===== src/rtl/decimal_counter_core.sv =====
// Decade counter core: a divide-by-2 section (Qa) and a divide-by-5 section
// (Qd,Qc,Qb) clocked together on the falling edge of CP1_n. CP2_n is a
// synchronous enable for the divide-by-5 section. Tying CP2_n to Qa outside
// the block turns {Qd,Qc,Qb,Qa} into a BCD counter that steps once per edge.
// R9 (set-to-9) outranks R0 (clear), and both outrank counting. Both are
// sampled on the clock edge only, so there is no asynchronous path.
module decimal_counter_core (
  input  logic CP1_n,
  input  logic R0_1,
  input  logic R0_2,
  input  logic R9_1,
  input  logic R9_2,
  input  logic CP2_n,
  output logic Qa,
  output logic Qb,
  output logic Qc,
  output logic Qd
);

  logic       r0_req;
  logic       r9_req;
  logic       qa_q;
  logic       qa_d;
  logic [2:0] cnt5_q;   // {Qd,Qc,Qb}
  logic [2:0] cnt5_d;

  assign r0_req = R0_1 & R0_2;
  assign r9_req = R9_1 & R9_2;

  // Free-running next count for both sections; reset and set are applied in the register.
  always_comb begin
    // NOTE: every combinational output gets a default first so no path can infer a latch.
    qa_d   = ~qa_q;
    cnt5_d = cnt5_q;
    if (CP2_n) begin
      case (cnt5_q)
        3'd0:    cnt5_d = 3'd1;
        3'd1:    cnt5_d = 3'd2;
        3'd2:    cnt5_d = 3'd3;
        3'd3:    cnt5_d = 3'd4;
        default: cnt5_d = 3'd0;  // 4 wraps; unused 5..7 recover to 0
      endcase
    end
  end

  // State update on CP1_n falling edge; set-to-9 wins over clear, both win over counting.
  always_ff @(negedge CP1_n) begin
    // NOTE: sequential state uses non-blocking assignments so every flop samples pre-edge values.
    // R9 is tested first so that an unknown R0 cannot disturb a set-to-9.
    if (r9_req) begin
      qa_q   <= 1'b1;
      cnt5_q <= 3'b100;
    end else if (r0_req) begin
      qa_q   <= 1'b0;
      cnt5_q <= 3'b000;
    end else begin
      qa_q   <= qa_d;
      cnt5_q <= cnt5_d;
    end
  end

  // Outputs come straight from the flops.
  assign Qa = qa_q;
  assign Qb = cnt5_q[0];
  assign Qc = cnt5_q[1];
  assign Qd = cnt5_q[2];

endmodule


===== config.mk =====
export PLATFORM = sky130hd
export DESIGN_NAME = decimal_counter_core
export DESIGN_NICKNAME = d
export VERILOG_FILES = /design/src/rtl/decimal_counter_core.sv
export SDC_FILE = /design/constraint.sdc
export NUM_CORES = 1
export LEC_CHECK = 0
export ABC_AREA = 1
export CAP_MARGIN = 15
export CORE_AREA = 2 2 39 41
export DETAILED_ROUTE_END_ITERATION = 16
export DIE_AREA = 0 0 41 43
export GPL_TIMING_DRIVEN = 0
export PLACE_DENSITY = 0.33
export SYNTH_ARGS = -nofsm -noshare
export SYNTH_HDL_FRONTEND = slang
export SYNTH_SLANG_ARGS = --single-unit

===== constraint.sdc =====
create_clock -name CP1_n -period 1.26 [get_ports CP1_n]
set_input_delay 0.126 -clock CP1_n [delete_from_list [all_inputs] [get_ports CP1_n]]
set_output_delay 0.126 -clock CP1_n [all_outputs]
set_load 0.01 [all_outputs]

* Word-level counts from Yosys, hierarchy flattened
Index checks and enable logic that the tools add are counted.
** Cells by class
- Reductions and logical operators :: 3
- Equality and inequality tests :: 3
- Muxes and demuxes :: 4
- Bitwise gates (word level) :: 3
** Operators by type and width (number)
- one-hot mux 3 bit (4 select lines) :: 1
- == test 3 x 2 -> 1 bit, second input constant :: 2
- 2-to-1 mux 3 bit :: 2
- == test 3 x 1 -> 1 bit, second input constant :: 1
- logical NOT 3 bit :: 1
- AND 1 bit :: 2
- nonzero test 2 bit :: 1
- OR reduction 2 bit :: 1
- 2-to-1 mux 1 bit :: 1
- NOT 1 bit :: 1
** Word-level totals
- Input bits :: 6
- Output and inout port bits :: 4
- Flip-flop bits (word level) :: 4

* Depth between registers and ports, before layout
Gate-level depths: netlist of the first run.
- Word-level depth :: 4
- Mapped depth :: 5
- Depth with buffers taken out :: 5

==> results of run 1 <==
[how the worst max path moves through the flow]
stage | from | endpoint | depth (start not counted)
2_1_floorplan | cnt5_q[0] | Qb | 0
3_3_place_gp | CP2_n | cnt5_q[1] | 4
3_5_place_dp | CP2_n | cnt5_q[1] | 4
4_1_cts | cnt5_q[0] | Qb | 1
5_1_grt | cnt5_q[1] | Qc | 1
6_report | cnt5_q[0] | Qb | 1
[layout by cell type (no fill, tap or decap), types with 2 or more instances in the layout]
| cell | instances |
|---|---|
| nand2_1 | 8 |
| buf_6 | 4 |
| nor2_1 | 3 |
| nand2_2 | 2 |
| dfxtp_4 | 2 |
| clkbuf_4 | 3 |
| nand3_1 | 2 |
| dfxtp_2 | 2 |
| dlygate4sd2_1 | 5 |
| buf_4 | 3 |
| inv_1 | 8 |
[layer usage]
layer,vias up,GRT usage (%)
met4,0,7.333
met3,0,3.141
met2,10,8.125
li1,122,-
met1,92,7.348
met5,-,0
[registers in the layout (all words and copies together) (netlist names)]
signal,flops
cnt5_q,3
Qa,1
[synth_stat cells]
library cell,n
nor3_2,1
nor2_2,1
dfxtp_1,4
nand3_1,2
inv_1,6
nor2_1,3
o21ai_0,1
nand2_1,10
a21oi_1,1
[power breakdown]
part           switching, mW  total [mW]  internal [mW]
registers            0.00877       0.150          0.142
clock network         0.0757       0.200          0.124
logic                 0.0397      0.0903         0.0506
[stage by stage]
step	hold slack [ns]	power (mW)	instance area [um2]	utilization, %
2_1_floorplan	0.4846	0.2077	187.7	-
3_3_place_gp	0.4500	0.2536	297.8	21.52
3_5_place_dp	0.4478	0.2543	297.8	21.52
4_1_cts	0.4586	0.4568	367.9	26.58
5_1_grt	0.4739	0.4879	367.9	26.58
6_report	0.4501	0.4404	367.9	26.58
[cells by family after synthesis]
logic type / synth area share, %
simple gates: 40.00
buf+inv: 12.00
flops: 42.67
compound gates: 5.328
[repair_timing]
| action | in CTS | in global routing |
|---|---|---|
| gates resized for setup | 34 | 0 |
| hold buffers | 0 | 0 |
| buffers inserted | 3 | 0 |
| pin swaps | 5 | 0 |
| endpoints found under the setup margin | 7 | 4 |
[final cells by class]
cell class	instances	area, um2
Fill cell	167	1016
Timing Repair Buffer	12	111.4
Sequential cell	4	90.09
Multi-Input combinational cell	19	90.09
Clock buffer	3	22.52
Tap cell	16	20.02
Inverter	5	18.77
Clock inverter	4	15.01
==> summary.md, run 1 <==
| Metric | Value |
|---|---|
| WL met2 | 206 um |
| I/O Pins | 10 |
| Synthesized instance count | 29 |
| Setup Crit Path Kind | flip-flop to output pin |
| Cells after DPL | 54 |
| Worst Path Buf+Inv | 1 |
| DIE WIDTH | 41 um |
| Initial antenna violation count | 0 |
| FP Rows | 14 |
| Die area | 0.001763 mm2 |
| Status | complete, but fails checks |
| Post-Route WL | 446 um |
| N_diodes | 0 |
| Vias in the first global route | 238 |
| Max IR drop VDD | 0.0003015 V |
| Final worst slack | -0.2238 ns |
| Unrepaired setup endpoints after global routing | yes |
| Hold Startpoint | Qa |
| WL met1 | 181 um |
| CTS root buf | clkbuf_4 |
| Crit path launch type | flip-flop |
| H-tree level count | 1 |
| Post-route DRC | 0 |
| CTS max path bufs | 2 |
| CP Cell Sequence | buf_6 |
| Yosys warnings | 0 |
| Place WS | -0.4868 ns |
| Gp weighted congestion | 0.5991 |
| Largest net degree at the start of global routing | 6 |
| Final hold viol count | 0 |
| Largest cells by area after synthesis | dfxtp_1, nand2_1, inv_1 |
| Final setup viols | 4 |
| Worst EP arrival | 1.36 ns |
| Synthesis-to-layout area growth | 96.00% |
| Crit path max-delay family | flip-flops |
| Finished Layout Cells | 63 |
| Failing checks | setup timing |
| Max Cap Violations | 0 |
| Area fraction of the dominant cell type after synthesis | 42.67% |
| Seq/Total Area, Yosys | 42.67% |
| Hold Crit Depth | 1 |
| Antenna-violating nets left | 0 |
| Drt pass-1 iters | 1 |
| Syn nets | 35 |
| Power per cell area | 1197 mW/mm2 |
| Top Metal Used | met3 |
| CP peak stage delay | 0.33 ns |
| Share of cells above drive strength 1 | 40.43% |
| RR Endpoint | cnt5_q[1] |
| CTS Buf Count | 3 |
| Flops & latches, synth | 4 |
| Via count | 224 |
| R2R setup slack | 0.40 ns |
| Die Y-Extent | 43 um |
| DR iter-0 viols | 0 |
| P_leak | 0.2011 nW |
| CP Max Fanout | 2 |
| Synth Cell Area | 187.7 um2 |
| HP Class | flip-flop to flip-flop |
| Post-detailed-route wirelength per cell | 7.079 um |
| Initial Util | 13.56% |
| Setup tns final | -0.8723 ns |
| Fin nets | 55 |
| Worst slew margin | 88.26% |
| Worst Hold Endpoint | Qa |
| Skew-Pair Late Insertion Delay | 0.28 ns |
| Clk_skew | 0.0009998 ns |
| Synth area leader | dfxtp_1 |
| Crit end category | output pin |
| Clock sink count | 4 |
| R2R cell count | 6 |
| Data required, critical path | 1.13 ns |
| Slew Limit Fails | 0 |
| TritonCTS clock tree | yes |
| Clock-pin slew on the worst setup and hold paths | 0.04 ns |
| Post-synthesis cell type count | 9 |
| Avg Cell Area, Syn | 6.472 um2 |
| Vias per inst | 3.556 |
| First-pass GRT wire length | 759 um |
| Overflow after GRT | 0 |
| Core Area | 0.001384 mm2 |
| Reg-to-Reg Start | cnt5_q[2] |
| Worst path slowest cell | dfxtp_4 |
| GRT Total Usage | 6.613% |
| Worst-margin pin slew | 0.1761 ns |
| Met3 wire length | 58 um |
| IO buf count | 9 |
Power figures use the tool's default switching activity.
==> run 2: changes to the inputs <==
- CTS_BUF_LIST: not set -> sky130_fd_sc_hd__clkbuf_8
==> summary.md, run 2 (synthesis gave the netlist of run 1 again) <==
| Metric | Value |
|---|---|
| Unrepaired setup endpoints after global routing | yes |
| Worst path slowest cell | dfxtp_4 |
| Failing checks | setup timing |
| N_diodes | 0 |
| Sw Share | 25.12% |
| CP Cell Sequence | buf_6 |
| H-tree level count | 1 |
| FP Rows | 14 |
| Reg-to-Reg Start | cnt5_q[2] |
| P_leak | 0.2089 nW |
| CTS root buf | clkbuf_8 |
| Met2 GRT Util | 8.750% |
| Met1 GRT Util | 7.395% |
| Antenna-violating nets left | 0 |
| Initial Util | 13.56% |
| Final setup viols | 4 |
| HP Class | flip-flop to flip-flop |
| Max Cap Violations | 0 |
| Largest net degree at the start of global routing | 6 |
| Worst hold-check slack | 0.4520 ns |
| Vias in the first global route | 243 |
| Skew-Pair Late Insertion Delay | 0.28 ns |
| Final hold viol count | 0 |
| Power per cell area | 1428 mW/mm2 |
| Busiest layer in global routing | met4 |
| Max IR drop VDD | 0.0003832 V |
| Drt pass-1 iters | 2 |
| Fin util | 27.94% |
| Sequential Area | 90.09 um2 |
| IO buf count | 9 |
| Clock-pin slew on the worst setup and hold paths | 0.04 ns |
| Overflow after GRT | 0 |
| Fillers | 160 |
| CTS Buf Count | 3 |
| Synthesis-to-layout area growth | 106.0% |
| Comb power frac | 16.4% |
| R2R setup slack | 0.39 ns |
| Final worst slack | -0.2200 ns |
| Register share of total power | 27.3% |
| Hold Startpoint | Qa |
| Status | complete, but fails checks |
| Clk pwr share | 56.4% |
| Die Y-Extent | 43 um |
| Worst slew margin | 88.27% |
| Crit path launch type | flip-flop |
| Via count | 225 |
| Met3 usage | 3.665% |
| Most flop-heavy register | cnt5_q |
| CP peak stage delay | 0.33 ns |
| Worst Hold Endpoint | Qa |
| Post-Route WL | 470 um |
| Crit end category | output pin |
| Share of cells above drive strength 1 | 40.43% |
| Core Area | 0.001384 mm2 |
| Initial antenna violation count | 0 |
| DR iter-0 viols | 1 |
| Worst EP arrival | 1.35 ns |
| Pint | 413.4 uW |
| GRT Total Usage | 7.229% |
| DIE WIDTH | 41 um |
| Post-detailed-route wirelength per cell | 7.460 um |
| Clock sink count | 4 |
| CTS max path bufs | 2 |
| Finished Layout Cells | 63 |
| NetSw | 138.7 uW |
| CP Max Fanout | 2 |
| Slew Limit Fails | 0 |
| Setup Crit Path Kind | flip-flop to output pin |
| Hold Crit Depth | 1 |
| Setup tns final | -0.8481 ns |
| Post-route DRC | 0 |
| First-pass GRT wire length | 800 um |
| I/O Pins | 10 |
| Die area | 0.001763 mm2 |
| Largest register FFs | 3 |
| TritonCTS clock tree | yes |
| Cells after DPL | 54 |
| Most frequent cells in the layout | nand2_1, inv_1, dlygate4sd2_1, buf_6 |
| Worst-margin pin slew | 0.1759 ns |
| Data required, critical path | 1.13 ns |
| Vias per inst | 3.571 |
| Post-layout power | 552.1 uW |
| Fin nets | 55 |
| Gp weighted congestion | 0.5991 |
| Clk_skew | 0.003142 ns |
| Worst Path Buf+Inv | 1 |
| Crit path max-delay family | flip-flops |
| R2R cell count | 6 |
| Multi-input logic area | 90.09 um2 |
| RR Endpoint | cnt5_q[1] |
-- run 2: cell counts in the layout (fill, tap and decap cells not counted) --
No cell type changed its count.
-- run 2: how the worst max path moves through the flow --
stage / startpoint / end / slack (ns) / cells after the start
3_5_place_dp: CP2_n / cnt5_q[1] / -0.49 / 4
6_report: cnt5_q[2] / Qd / -0.22 / 1
4_1_cts: cnt5_q[2] / Qd / -0.23 / 1
3_3_place_gp: CP2_n / cnt5_q[1] / -0.47 / 4
2_1_floorplan: cnt5_q[0] / Qb / 0.1 / 0
5_1_grt: cnt5_q[1] / Qc / -0.25 / 1
-- run 2: area by class of cell --
cell class | instances | area share, %
clock inverter | 4 | 3.883
inverter | 5 | 4.854
multi-input combinational | 19 | 23.30
tap | 16 | 5.178
clock buffer | 3 | 10.68
timing repair buffer | 12 | 28.80
sequential | 4 | 23.30
-- run 2: per-stage QoR --
step	worst slack (ns)	instance area [um2]
3_5_place_dp	-0.4868	297.8
5_1_grt	-0.2516	386.6
6_report	-0.2200	386.6
2_1_floorplan	0.09603	187.7
4_1_cts	-0.2299	386.6
3_3_place_gp	-0.4729	297.8
-- run 2: per-layer routing --
layer | routed length [um] | up-vias
li1 | - | 123
met5 | 0 | -
met3 | 58 | 0
met1 | 192 | 92
met2 | 219 | 10
met4 | 0 | 0
-- run 2: power by group through the flow --
stage,combinational (mW),sequential (mW),clock [mW]
floorplan,0.0260,0.157,0.0247
global placement,0.0763,0.153,0.0247
detailed placement,0.0767,0.153,0.0247
CTS,0.0921,0.151,0.326
global route,0.101,0.152,0.348
finish,0.0903,0.151,0.311
-- run 2: what timing repair did --
item | 4_1_cts | 5_1_grt
pin swaps | 5 | 0
endpoints found under the setup margin | 7 | 4
hold buffers | 0 | 0
buffers inserted | 3 | 0
gates resized for setup | 34 | 0
-- run 2: worst reg2reg max path, cell delays in order (launching register included) --
cell	delay [ns]
dfxtp_4	0.33
buf_4	0.14
inv_1	0.06
nand3_1	0.06
nand2_1	0.06
nand2_1	0.05
nor2_1	0.09
